**src/rtl/uart_rx_core.sv**
```systemverilog
// UART receive core: synchronizes and oversamples the serial line, recovers an LSB-first
// frame with optional parity, and reports each frame as good, parity error or stop error.
module uart_rx_core #(
    parameter int DATA_WIDTH = 8,
    parameter int PRESCALE_W = 6
) (
    input  logic                  clk,
    input  logic                  rst,
    input  logic                  rx_in,
    input  logic [PRESCALE_W-1:0] prescale,
    input  logic                  par_en,
    input  logic                  par_typ,
    output logic [DATA_WIDTH-1:0] data_out,
    output logic                  data_valid,
    output logic                  par_err,
    output logic                  stp_err,
    output logic                  busy
);

    localparam int BIT_CNT_W = $clog2(DATA_WIDTH + 1);
    localparam logic [PRESCALE_W-1:0] ONE_P = {{(PRESCALE_W-1){1'b0}}, 1'b1};
    localparam logic [BIT_CNT_W-1:0] LAST_BIT = BIT_CNT_W'(DATA_WIDTH - 1);

    typedef enum logic [2:0] {
        ST_IDLE   = 3'd0,
        ST_START  = 3'd1,
        ST_DATA   = 3'd2,
        ST_PARITY = 3'd3,
        ST_STOP   = 3'd4
    } state_t;

    state_t                  state_r;
    state_t                  state_nxt_s;
    logic                    rx_meta_r;
    logic                    rx_sync_r;
    logic [PRESCALE_W-1:0]   edge_cnt_r;
    logic [BIT_CNT_W-1:0]    bit_cnt_r;
    logic [DATA_WIDTH-1:0]   shift_r;
    logic [2:0]              samp_r;
    logic                    par_bad_r;
    logic [PRESCALE_W-1:0]   half_s;
    logic                    bit_end_s;
    logic                    maj_s;
    logic                    last_data_s;

    function automatic logic maj3(input logic [2:0] v);
        return (v[0] & v[1]) | (v[0] & v[2]) | (v[1] & v[2]);
    endfunction

    function automatic logic exp_parity(input logic [DATA_WIDTH-1:0] d, input logic odd);
        return (^d) ^ odd;
    endfunction

    assign half_s      = prescale >> 1;
    assign bit_end_s   = (edge_cnt_r == (prescale - ONE_P));
    assign maj_s       = maj3(samp_r);
    assign last_data_s = (bit_cnt_r == LAST_BIT);

    // Next-state logic for the frame sequencer.
    always_comb begin
        state_nxt_s = state_r;
        case (state_r)
            ST_IDLE: begin
                if (!rx_sync_r) state_nxt_s = ST_START;
                else            state_nxt_s = ST_IDLE;
            end
            ST_START: begin
                if (bit_end_s) state_nxt_s = maj_s ? ST_IDLE : ST_DATA;
                else           state_nxt_s = ST_START;
            end
            ST_DATA: begin
                if (bit_end_s && last_data_s) state_nxt_s = par_en ? ST_PARITY : ST_STOP;
                else                          state_nxt_s = ST_DATA;
            end
            ST_PARITY: begin
                if (bit_end_s) state_nxt_s = ST_STOP;
                else           state_nxt_s = ST_PARITY;
            end
            ST_STOP: begin
                if (bit_end_s) state_nxt_s = ST_IDLE;
                else           state_nxt_s = ST_STOP;
            end
            default: state_nxt_s = ST_IDLE;
        endcase
    end

    // Line synchronizer, state register and registered busy flag.
    always_ff @(posedge clk) begin
        if (rst) begin
            rx_meta_r <= 1'b1;
            rx_sync_r <= 1'b1;
            state_r   <= ST_IDLE;
            busy      <= 1'b0;
        end else begin
            rx_meta_r <= rx_in;
            rx_sync_r <= rx_meta_r;
            state_r   <= state_nxt_s;
            busy      <= (state_nxt_s != ST_IDLE);
        end
    end

    // Bit timing: the idle cycle that sees the line low is edge 0 of the start bit.
    always_ff @(posedge clk) begin
        if (rst) begin
            edge_cnt_r <= '0;
            samp_r     <= 3'b111;
        end else if (state_r == ST_IDLE) begin
            edge_cnt_r <= rx_sync_r ? '0 : ONE_P;
            samp_r     <= 3'b111;
        end else begin
            edge_cnt_r <= bit_end_s ? '0 : (edge_cnt_r + ONE_P);
            if (edge_cnt_r == (half_s - ONE_P)) samp_r[0] <= rx_sync_r;
            if (edge_cnt_r == half_s)           samp_r[1] <= rx_sync_r;
            if (edge_cnt_r == (half_s + ONE_P)) samp_r[2] <= rx_sync_r;
        end
    end

    // Data capture, parity tracking and end-of-frame result pulses.
    always_ff @(posedge clk) begin
        if (rst) begin
            bit_cnt_r  <= '0;
            shift_r    <= '0;
            par_bad_r  <= 1'b0;
            data_out   <= '0;
            data_valid <= 1'b0;
            par_err    <= 1'b0;
            stp_err    <= 1'b0;
        end else begin
            data_valid <= 1'b0;
            par_err    <= 1'b0;
            stp_err    <= 1'b0;
            case (state_r)
                ST_IDLE: begin
                    bit_cnt_r <= '0;
                    par_bad_r <= 1'b0;
                end
                ST_DATA: begin
                    if (bit_end_s) begin
                        shift_r   <= {maj_s, shift_r[DATA_WIDTH-1:1]};
                        bit_cnt_r <= bit_cnt_r + {{(BIT_CNT_W-1){1'b0}}, 1'b1};
                    end
                end
                ST_PARITY: begin
                    if (bit_end_s) par_bad_r <= (maj_s != exp_parity(shift_r, par_typ));
                end
                ST_STOP: begin
                    if (bit_end_s) begin
                        stp_err    <= ~maj_s;
                        par_err    <= maj_s & par_bad_r;
                        data_valid <= maj_s & ~par_bad_r;
                        if (maj_s && !par_bad_r) data_out <= shift_r;
                    end
                end
                default: begin
                    bit_cnt_r <= bit_cnt_r;
                end
            endcase
        end
    end

endmodule

```
**config.mk**
```make
export PLATFORM = sky130hd
export DESIGN_NAME = uart_rx_core
export DESIGN_NICKNAME = d
export VERILOG_FILES = /design/src/rtl/uart_rx_core.sv
export SDC_FILE = /design/constraint.sdc
export NUM_CORES = 1
export LEC_CHECK = 0
export ABC_CLOCK_PERIOD_IN_PS = 3300
export BUFFER_PORTS_ARGS = -buffer_cell sky130_fd_sc_hd__buf_4
export CAP_MARGIN = 10
export CORE_MARGIN = 1.5
export CORE_UTILIZATION = 45
export CTS_BUF_LIST = sky130_fd_sc_hd__clkbuf_4
export DETAILED_ROUTE_END_ITERATION = 10
export SLEW_MARGIN = 20
export SYNTH_ARGS = -nofsm -noshare
export SYNTH_HDL_FRONTEND = slang
export SYNTH_SLANG_ARGS = --single-unit
```
**constraint.sdc**
```tcl
create_clock -name clk -period 3.3 [get_ports clk]
set_input_delay 0.33 -clock clk [delete_from_list [all_inputs] [get_ports clk]]
set_output_delay 0.33 -clock clk [all_outputs]
set_load 0.05 [all_outputs]
```
Word-level counts from Yosys, hierarchy flattened
Cells that the tools add are included.
Widths: inputs -> output; s select.
{"block": "totals", "regBits": 39, "word_cells": 73, "out_inout_bits": 12, "input_bits": 11}
{"block": "op_classes", "bitwise": 12, "eq_ne": 12, "reduce_logical": 14, "addsub": 5, "n_mux": 15}
{"cell": "$eq 6x6->1", "count": 3}
{"cell": "$pmux 3 s5", "count": 1}
{"cell": "$mux 3", "count": 4}
{"cell": "$mux 6", "count": 2}
{"cell": "$pmux 4 s2", "count": 1}
{"cell": "$reduce_xor 8->1", "count": 1}
{"cell": "$add 5x1->6 const B", "count": 1}
{"cell": "$add 6x1->6 const B", "count": 1}
{"cell": "$eq 3x2->1 const B", "count": 2}
{"cell": "$eq 6x5->1", "count": 1}
{"cell": "$reduce_and 2->1", "count": 3}
{"cell": "$sub 5x1->6 const B", "count": 1}
{"cell": "$sub 6x1->6 const B", "count": 1}
{"cell": "$and 1x1->1", "count": 5}
{"cell": "$add 4x1->4 const B", "count": 1}
{"cell": "$eq 4x3->1 const B", "count": 1}
{"cell": "$mux 2", "count": 2}
{"cell": "$mux 4", "count": 1}
{"cell": "$ne 2x2->1 const B", "count": 2}
{"cell": "$not 1->1", "count": 4}
{"cell": "$reduce_bool 2->1", "count": 2}
{"cell": "$eq 3x1->1 const B", "count": 1}
{"cell": "$eq 3x3->1 const B", "count": 1}
{"cell": "$logic_not 3->1", "count": 1}
{"cell": "11 further kinds", "count": 15}

Longest topological paths before layout
Gate-level depths: netlist of run 1.
{"block": "depth", "word_depth": 7, "depth_mapped": 11, "mapped_depth_nobuf": 8}

Least setup slack after synthesis of run 1
Ideal clock, no wire load.
{"block": "synth_path", "kind": "input to register", "startpoint": "in prescale[2]", "endpoint": "reg bit_cnt_r[1]", "n_path_buf": 3, "arrival_ps": 2347, "path_slack_ps": 825, "setup_time_ps": 128, "stages": 11, "required_ps": 3172, "cell_sequence": "buf_2 -> inv_1 -> ha_1 -> a21boi_4 -> xnor2_2 -> nand4b_4 -> or4_4 -> buf_6 -> buf_2 -> mux2i_1 -> nor2_1"}
{"block": "synth_via", "elab_chain_cells": 4}
{"item": "start: declaration", "line_no": "10", "rtl": "input logic [PRESCALE_W-1:0] prescale,"}
{"item": "$sub 6x1->6", "line_no": "55", "rtl": "assign bit_end_s = (edge_cnt_r == (prescale - ONE_P));"}
{"item": "$eq 6x6->1", "line_no": "55"}
{"item": "$ne 2x2->1 (no source line)"}
{"item": "$reduce_and 2->1 (no source line)"}
{"item": "end signal: assignment", "line_no": "140", "rtl": "bit_cnt_r <= bit_cnt_r + {{(BIT_CNT_W-1){1'b0}}, 1'b1};"}
{"item": "end signal: assignment", "line_no": "155", "rtl": "bit_cnt_r <= bit_cnt_r;"}
{"item": "end: declaration", "line_no": "37", "rtl": "logic [BIT_CNT_W-1:0] bit_cnt_r;"}
Every way passes these cells.
A chain may end at the register's enable or synchronous reset.

Worst setup path after layout of run 1
{"block": "layout_path", "startpoint": "reg edge_cnt_r[3]", "endpoint": "reg bit_cnt_r[2]"}
{"block": "layout_via", "elab_chain_cells": 3}
{"item": "start: declaration", "line_no": "36", "rtl": "logic [PRESCALE_W-1:0] edge_cnt_r;"}
{"item": "start signal: assignment", "line_no": "108", "rtl": "edge_cnt_r <= rx_sync_r ? '0 : ONE_P;"}
{"item": "start signal: assignment", "line_no": "111", "rtl": "edge_cnt_r <= bit_end_s ? '0 : (edge_cnt_r + ONE_P);"}
{"item": "$eq 6x6->1", "line_no": "55"}
{"item": "$ne 2x2->1 (no source line)"}
{"item": "$reduce_and 2->1 (no source line)"}
Every way passes these cells.

==> run_results.csv, run 1 <==
group,metric,value,unit
status,status,"completed",
setup_path,critical_path.max_stage_delay,0.67,ns
placed_design,placed_cells_incl_taps,322,
sta,finalCriticalPeriod,2.36,ns
cells_and_area,filler_cell_count,477,
logic_synthesis,netlist.top_cell.by_area,"sky130_fd_sc_hd__dfxtp_1",
sta,whs,0.160,ns
logic_synthesis,synth_ff_type,"sky130_fd_sc_hd__dfxtp_1",
setup_path,critical_path.max_fanout,13,
logic_synthesis,synth-warning-count,0,
floorplanning,die_width,73.5,um
logic_synthesis,synth_area_per_cell,8.85,um^2
global_route,maximum_number_of_pins_on_one_net_before_global_route_repair,33,
sta,fin_ws,0.941,ns
routing,vias,1716,
pwr,power.combinational.fraction,9.9,%
global_route,grt_antenna_before_repair,0,
routing,route.detailed.drc,0,
routing,drtIter0Drc,133,
clock_network,cts_tree,"built",
placed_design,place_congestion,0.788,
sta,timing_max_transition_violations_final,0,
clock_network,cts.sinks,39,
logic_synthesis,synthDistinctLibCells,49,
setup_path,worstSetupStartpointType,"register",
floorplanning,top_level_ports,23,
pwr,p_int,751,uW
sta,rsz_0062_raised_after_global_routing,"no",
logic_synthesis,netlist_top_cells_area,"sky130_fd_sc_hd__dfxtp_1 (35%), sky130_fd_sc_hd__mux2i_1 (9.8%), sky130_fd_sc_hd__nor2_1 (6.7%), sky130_fd_sc_hd__xnor2_1 (6.6%), sky130_fd_sc_hd__xor2_1 (4.7%)",
logic_synthesis,syn-num-nets,270,
floorplanning,design.die.area,5410,um^2
global_route,grt.overflow.total,0,
clock_network,htree_num_levels,2,
setup_path,cp_data_required_time,3.60,ns
setup_path,endpoint_kind,"register",
pwr,worst_vdd_rail_ir_drop,248,uV
clock_network,postCtsResizedCells,0,
routing,route.final.wire_length,4.38,mm
logic_synthesis,synth.most_common_cell,"sky130_fd_sc_hd__nor2_1",
pwr,power_frac_seq,49.3,%
pwr,power.switching_fraction,22.9,%
floorplanning,core.rowCount,25,
sta,max_slew_margin,51.8,%
floorplanning,die_y,73.5,um
sta,finClkSkew,0.0159,ns
sta,final_layout_setup_total_negative_slack,0,ns
logic_synthesis,syn-instance-count,253,
setup_path,critPathArrivalTime,2.66,ns
pwr,p_switching,223,uW
job,maxCapViolations,0,
routing,avgViaCountPerCell,5.20,
pwr,power.static_leakage,0.00101,uW
logic_synthesis,synth-edff-count,0,
clock_network,hold_buffers,0,
pwr,power.density_cell_area,391,nW/um^2
cells_and_area,finish.net_count,279,
placed_design,place.port_buffers,22,
cells_and_area,layout-area-overhead-vs-synth,11.1,%
clock_network,cts-root-to-sink-buffers,2,
sta,timing.fmax,424,MHz
clock_network,clock_buffer_count_from_cts,5,
clock_network,post-cts-setup-buffers,0,
floorplanning,start_util,47.1,%
floorplanning,core-area,4750,um^2
logic_synthesis,netlist_area,2240,um^2
routing,routed_len_inst,13.3,um
setup_path,path_delay_family,"simple AND/OR/NAND/NOR gates",
logic_synthesis,synth_sequential_area_ratio,34.9,%
sta,worst-slew-pin-transition,0.718,ns
clock_network,clk_pin_slew_worst_paths,0.13,ns
global_route,first_global_vias,1542,
cells_and_area,drive_above_1_share,15.2,%
setup_path,path_buf_inv,0,
placed_design,place.detailed.hpwl,3.14,mm
logic_synthesis,async_reset_ff_share,0,%
setup_path,crit_slowest_cell,"sky130_fd_sc_hd__or4_4",
min_path,timing.hold.worst_path_depth,2,
logic_synthesis,ys_ff_latch,39,
setup_path,ff2ff_path_depth,6,
clock_network,clock_tree.root_cell,"sky130_fd_sc_hd__clkbuf_4",
pwr,clock_share_of_power,40.8,%
sta,setup-violations-final,0,
cells_and_area,final-instance-count-excl-fill,330,
logic_synthesis,synth_top_cells_by_count,"sky130_fd_sc_hd__nor2_1 (40), sky130_fd_sc_hd__dfxtp_1 (39), sky130_fd_sc_hd__mux2i_1 (22)",
clock_network,clock_insertion_delay_worst_skew,0.35,ns
sta,hold_viol_final,0,
global_route,global_route_wire_length_before_repair,7.35,mm
setup_path,timing.setup.critical_path_class,"reg -> reg",
pwr,fin_total_pwr,974,uW
setup_path,path_cells,"xor2_1 > xnor2_2 > nand4b_4 > or4_4 > or3_1 > a21oi_1",
setup_path,path_depth,6,
placed_design,dp_worst_setup_slack,0.677,ns
routing,drt_pass1_iterations,4,
sta,timing.final.crit_share,71.5,%
cells_and_area,antenna_cells,0,
routing,final_antenna_net_count,0,
global_route,grt.total_usage,17.7,%
logic_synthesis,yosys.area.top_type_share,34.9,%
min_path,min_delay_worst_type,"in -> reg",
state kept, by name, summed over array words and instances, names as in the netlist:
register and count:
bit_cnt_r 4, busy 1, data_out 8, data_valid 1, edge_cnt_r 6, par_bad_r 1, par_err 1, rx_meta_r 1
rx_sync_r 1, samp_r 3, shift_r 8, state_r 3, stp_err 1
area by class of cell:
class	instances	area, um^2	share of cell area (%)
Inverter	5	18.8	0.755
Clock buffer	5	37.5	1.51
Multi-Input combinational cell	189	1330	53.6
Sequential cell	39	781	31.4
Timing Repair Buffer	22	165	6.64
Tap cell	67	83.8	3.37
Clock inverter	3	67.6	2.72
cells by family (layout without fill, tap and decap cells):
| kind of cell | count (synthesis) | after routing | share of synthesized area, % |
|---|---|---|---|
| buffers and inverters | 25 | 35 | 5.59 |
| AO/OA/AOI/OAI | 29 | 29 | 9.16 |
| AND/OR/NAND/NOR | 100 | 100 | 24.2 |
| XOR/XNOR | 30 | 30 | 12.1 |
| flip-flops | 39 | 39 | 34.9 |
| adder cells (fa/ha/maj) | 7 | 7 | 3.80 |
| multiplexers | 23 | 23 | 10.3 |
per-stage QoR:
stage / util [%] / area [um^2]
finish: 52.3 / 2490
global route: 52.3 / 2490
detailed placement: 50.1 / 2380
CTS: 52.3 / 2490
floorplan: - / 2240
global placement: 50.1 / 2380
path summary, 6_finish.rpt:
path                            startpoint                   endpoint  slack (ns)
hold reg to reg       rx_meta_r$_SDFF_PP1_       rx_sync_r$_SDFF_PP1_        0.43
setup / recovery  edge_cnt_r[3]$_SDFF_PP0_  bit_cnt_r[2]$_SDFFE_PP0P_        0.94
hold / removal                       rx_in       rx_meta_r$_SDFF_PP1_        0.16
setup reg to reg  edge_cnt_r[3]$_SDFF_PP0_  bit_cnt_r[2]$_SDFFE_PP0P_        0.94
placed cells by master, fill, tap and decap left out, types with 6 or more instances in the layout:
| cell | count |
|---|---|
| sky130_fd_sc_hd__xor2_1 | 12 |
| sky130_fd_sc_hd__mux2i_1 | 22 |
| sky130_fd_sc_hd__nand3_1 | 10 |
| sky130_fd_sc_hd__nor2_1 | 40 |
| sky130_fd_sc_hd__a21oi_1 | 8 |
| sky130_fd_sc_hd__xnor2_1 | 17 |
| sky130_fd_sc_hd__ha_1 | 6 |
| sky130_fd_sc_hd__buf_4 | 22 |
| sky130_fd_sc_hd__dfxtp_1 | 39 |
| sky130_fd_sc_hd__nand2_1 | 9 |
power groups by stage:
stage | logic [uW] | clock network [uW] | registers [uW]
after floorplan | 72.7 | 0 | 490
after global placement | 96.3 | 0 | 490
after detailed placement | 96.2 | 0 | 491
after CTS | 96.8 | 410 | 480
after global routing | 107 | 430 | 481
final | 96.5 | 397 | 480
metal layers:
layer	GRT usage (%)	up-vias	wire length (um)
met2	27.5	24	2040
met5	0	-	0
met3	4.12	5	140
met1	24.1	799	2140
met4	6.17	0	54
li1	-	888	-
No activity file was read; power rests on OpenSTA's default activity.
==> run 2, diff against run 1 <==
--- a/config.mk
+++ b/config.mk
@@ -5,13 +5,14 @@
 export SDC_FILE = /design/constraint.sdc
 export NUM_CORES = 1
 export LEC_CHECK = 0
-export ABC_CLOCK_PERIOD_IN_PS = 3300
+export ABC_CLOCK_PERIOD_IN_PS = 2000
 export BUFFER_PORTS_ARGS = -buffer_cell sky130_fd_sc_hd__buf_4
 export CAP_MARGIN = 10
 export CORE_MARGIN = 1.5
 export CORE_UTILIZATION = 45
 export CTS_BUF_LIST = sky130_fd_sc_hd__clkbuf_4
 export DETAILED_ROUTE_END_ITERATION = 10
+export PLACE_DENSITY = 0.66
 export SLEW_MARGIN = 20
 export SYNTH_ARGS = -nofsm -noshare
 export SYNTH_HDL_FRONTEND = slang
==> constraint.sdc (replaced) <==
create_clock -name clk -period 2 [get_ports clk]
set_input_delay 0.2 -clock clk [delete_from_list [all_inputs] [get_ports clk]]
set_output_delay 0.2 -clock clk [all_outputs]
set_load 0.05 [all_outputs]
==> run 2 against run 1 <==
  * Power grew 43%
  * Wire length grew 3.6%
  * Sequential share of layout area shrank 2.9 points
  * Combinational power grew 100%
  * Clock power grew 2%
  * Critical path depth grew 2
  * Final cell count grew 7.6%
  * Clock-buffer cell count grew 1
  * Critical path type unchanged
  * Critical endpoint is now shift_r[6]$_SDFFE_PP0P_
  * Largest power group unchanged
==> run_results.csv, run 2 (synthesis results as in run 1) <==
group,metric,value,unit
global_route,grt_antenna_before_repair,0,
routing,avgViaCountPerCell,5.22,
status,status,"completed",
sta,finalCriticalPeriod,1.97,ns
global_route,grt.overflow.total,0,
floorplanning,die_width,73.5,um
placed_design,place.detailed.hpwl,3.31,mm
floorplanning,top_level_ports,23,
routing,drtIter0Drc,78,
routing,final_antenna_net_count,0,
sta,timing.fmax,507,MHz
sta,finClkSkew,0.0103,ns
floorplanning,start_util,47.1,%
pwr,power.density_cell_area,507,nW/um^2
clock_network,clk_pin_slew_worst_paths,0.12,ns
setup_path,timing.setup.critical_path_class,"reg -> reg",
placed_design,placed_cells_incl_taps,345,
clock_network,clock_buffer_count_from_cts,5,
global_route,global_route_wire_length_before_repair,7.52,mm
routing,routed_len_inst,12.8,um
setup_path,cp_data_required_time,2.23,ns
floorplanning,core.rowCount,25,
clock_network,cts-root-to-sink-buffers,2,
routing,vias,1854,
global_route,grt.total_usage,17.8,%
floorplanning,design.die.area,5410,um^2
pwr,power.static_leakage,0.00112,uW
global_route,maximum_number_of_pins_on_one_net_before_global_route_repair,33,
cells_and_area,final-instance-count-excl-fill,355,
routing,route.final.wire_length,4.54,mm
sta,whs,0.0248,ns
setup_path,critPathArrivalTime,2.20,ns
min_path,min_delay_worst_type,"in -> reg",
clock_network,cts.sinks,39,
sta,timing_max_transition_violations_final,0,
clock_network,htree_num_levels,2,
job,maxCapViolations,0,
clock_network,clock_tree.root_cell,"sky130_fd_sc_hd__clkbuf_4",
floorplanning,core-area,4750,um^2
clock_network,clock_insertion_delay_worst_skew,0.35,ns
global_route,first_global_vias,1649,
cells_and_area,layout-area-overhead-vs-synth,22.6,%
sta,rsz_0062_raised_after_global_routing,"yes",
cells_and_area,most-common-layout-cells,"sky130_fd_sc_hd__buf_4 (44), sky130_fd_sc_hd__nor2_1 (40), sky130_fd_sc_hd__dfxtp_1 (37)",
floorplanning,die_y,73.5,um
sta,max_slew_margin,73.8,%
sta,timing.final.crit_share,98.6,%
sta,setup-violations-final,0,
setup_path,worstSetupStartpointType,"register",
cells_and_area,most_common_cell_after_layout_fill_and_taps_aside,"sky130_fd_sc_hd__buf_4",
sta,worst-slew-pin-transition,0.392,ns
setup_path,critical_path.max_fanout,6,
cells_and_area,filler_cell_count,449,
placed_design,place.port_buffers,22,
setup_path,endpoint_kind,"register",
cells_and_area,finish.net_count,304,
pwr,worst_vdd_rail_ir_drop,397,uV
cells_and_area,final_core_util,57.7,%
sta,hold_viol_final,0,
cells_and_area,largestRegisters,"data_out: 8 flops, shift_r: 8 flops, edge_cnt_r: 6 flops",
cells_and_area,antenna_cells,0,
routing,drt_pass1_iterations,4,
placed_design,place_congestion,0.849,
cells_and_area,drive_above_1_share,26.4,%
routing,route.detailed.drc,0,
clock_network,cts_tree,"built",
[run 2: stage by stage]
| stage | TNS (ns) | power [uW] | instance area, um^2 | setup WS (ns) |
|---|---|---|---|---|
| floorplan | -0.0240 | 938 | 2300 | -0.0240 |
| global placement | -1.65 | 995 | 2620 | -0.145 |
| detailed placement | -2.42 | 995 | 2620 | -0.193 |
| CTS | 0 | 1400 | 2670 | 0.0182 |
| global route | -0.161 | 1450 | 2750 | -0.0331 |
| finish | 0 | 1390 | 2750 | 0.0287 |
[run 2: final cells by class]
class,instances,area (um^2),share of cell area [%]
multi-input combinational,189,1400,50.9
sequential,39,783,28.5
timing repair buffer,47,395,14.4
tap,67,83.8,3.05
clock buffer,6,45.0,1.64
inverter,5,27.5,1.00
clock inverter,2,12.5,0.456
[run 2: layer usage]
metal  wire length (um)  global-route usage [%]  up-vias
met5                  0                       0        -
li1                   -                       -      947
met4                 68                    5.76        0
met2               2150                    28.1       25
met3                182                    4.66        7
met1               2130                    23.7      875
[run 2: path summary, 6_finish.rpt]
path | end | slack [ns] | depth (start not counted) | start
max | shift_r[6]$_SDFFE_PP0P_ | 0.03 | 8 | edge_cnt_r[4]$_SDFF_PP0_
min | rx_meta_r$_SDFF_PP1_ | 0.02 | 2 | rx_in
max reg2reg | shift_r[6]$_SDFFE_PP0P_ | 0.03 | 8 | edge_cnt_r[4]$_SDFF_PP0_
min reg2reg | rx_sync_r$_SDFF_PP1_ | 0.43 | 1 | rx_meta_r$_SDFF_PP1_
[run 2: repair_timing]
action | 4_1_cts | 5_1_grt
resized for setup | 0 | 7
hold buffers | 0 | 0
buffers inserted | 0 | 1
setup endpoints to repair | 0 | 15
[run 2: worst max-delay path: stages, from the launching register on]
cell and delay [ns]:
sky130_fd_sc_hd__dfxtp_2 0.36, sky130_fd_sc_hd__xnor2_2 0.15, sky130_fd_sc_hd__nor4_2 0.26, sky130_fd_sc_hd__a31oi_1 0.07, sky130_fd_sc_hd__buf_4 0.17, sky130_fd_sc_hd__or4_4 0.47
sky130_fd_sc_hd__clkbuf_16 0.19, sky130_fd_sc_hd__mux2i_1 0.14, sky130_fd_sc_hd__nor2_1 0.06
[run 2: report_power, final]
group          internal (uW)  leakage [uW]  switching (uW)
Sequential               782      0.000316            7.56
Combinational           92.0      0.000775             103
Clock                    149     0.0000317             256
Total                   1020       0.00112             367
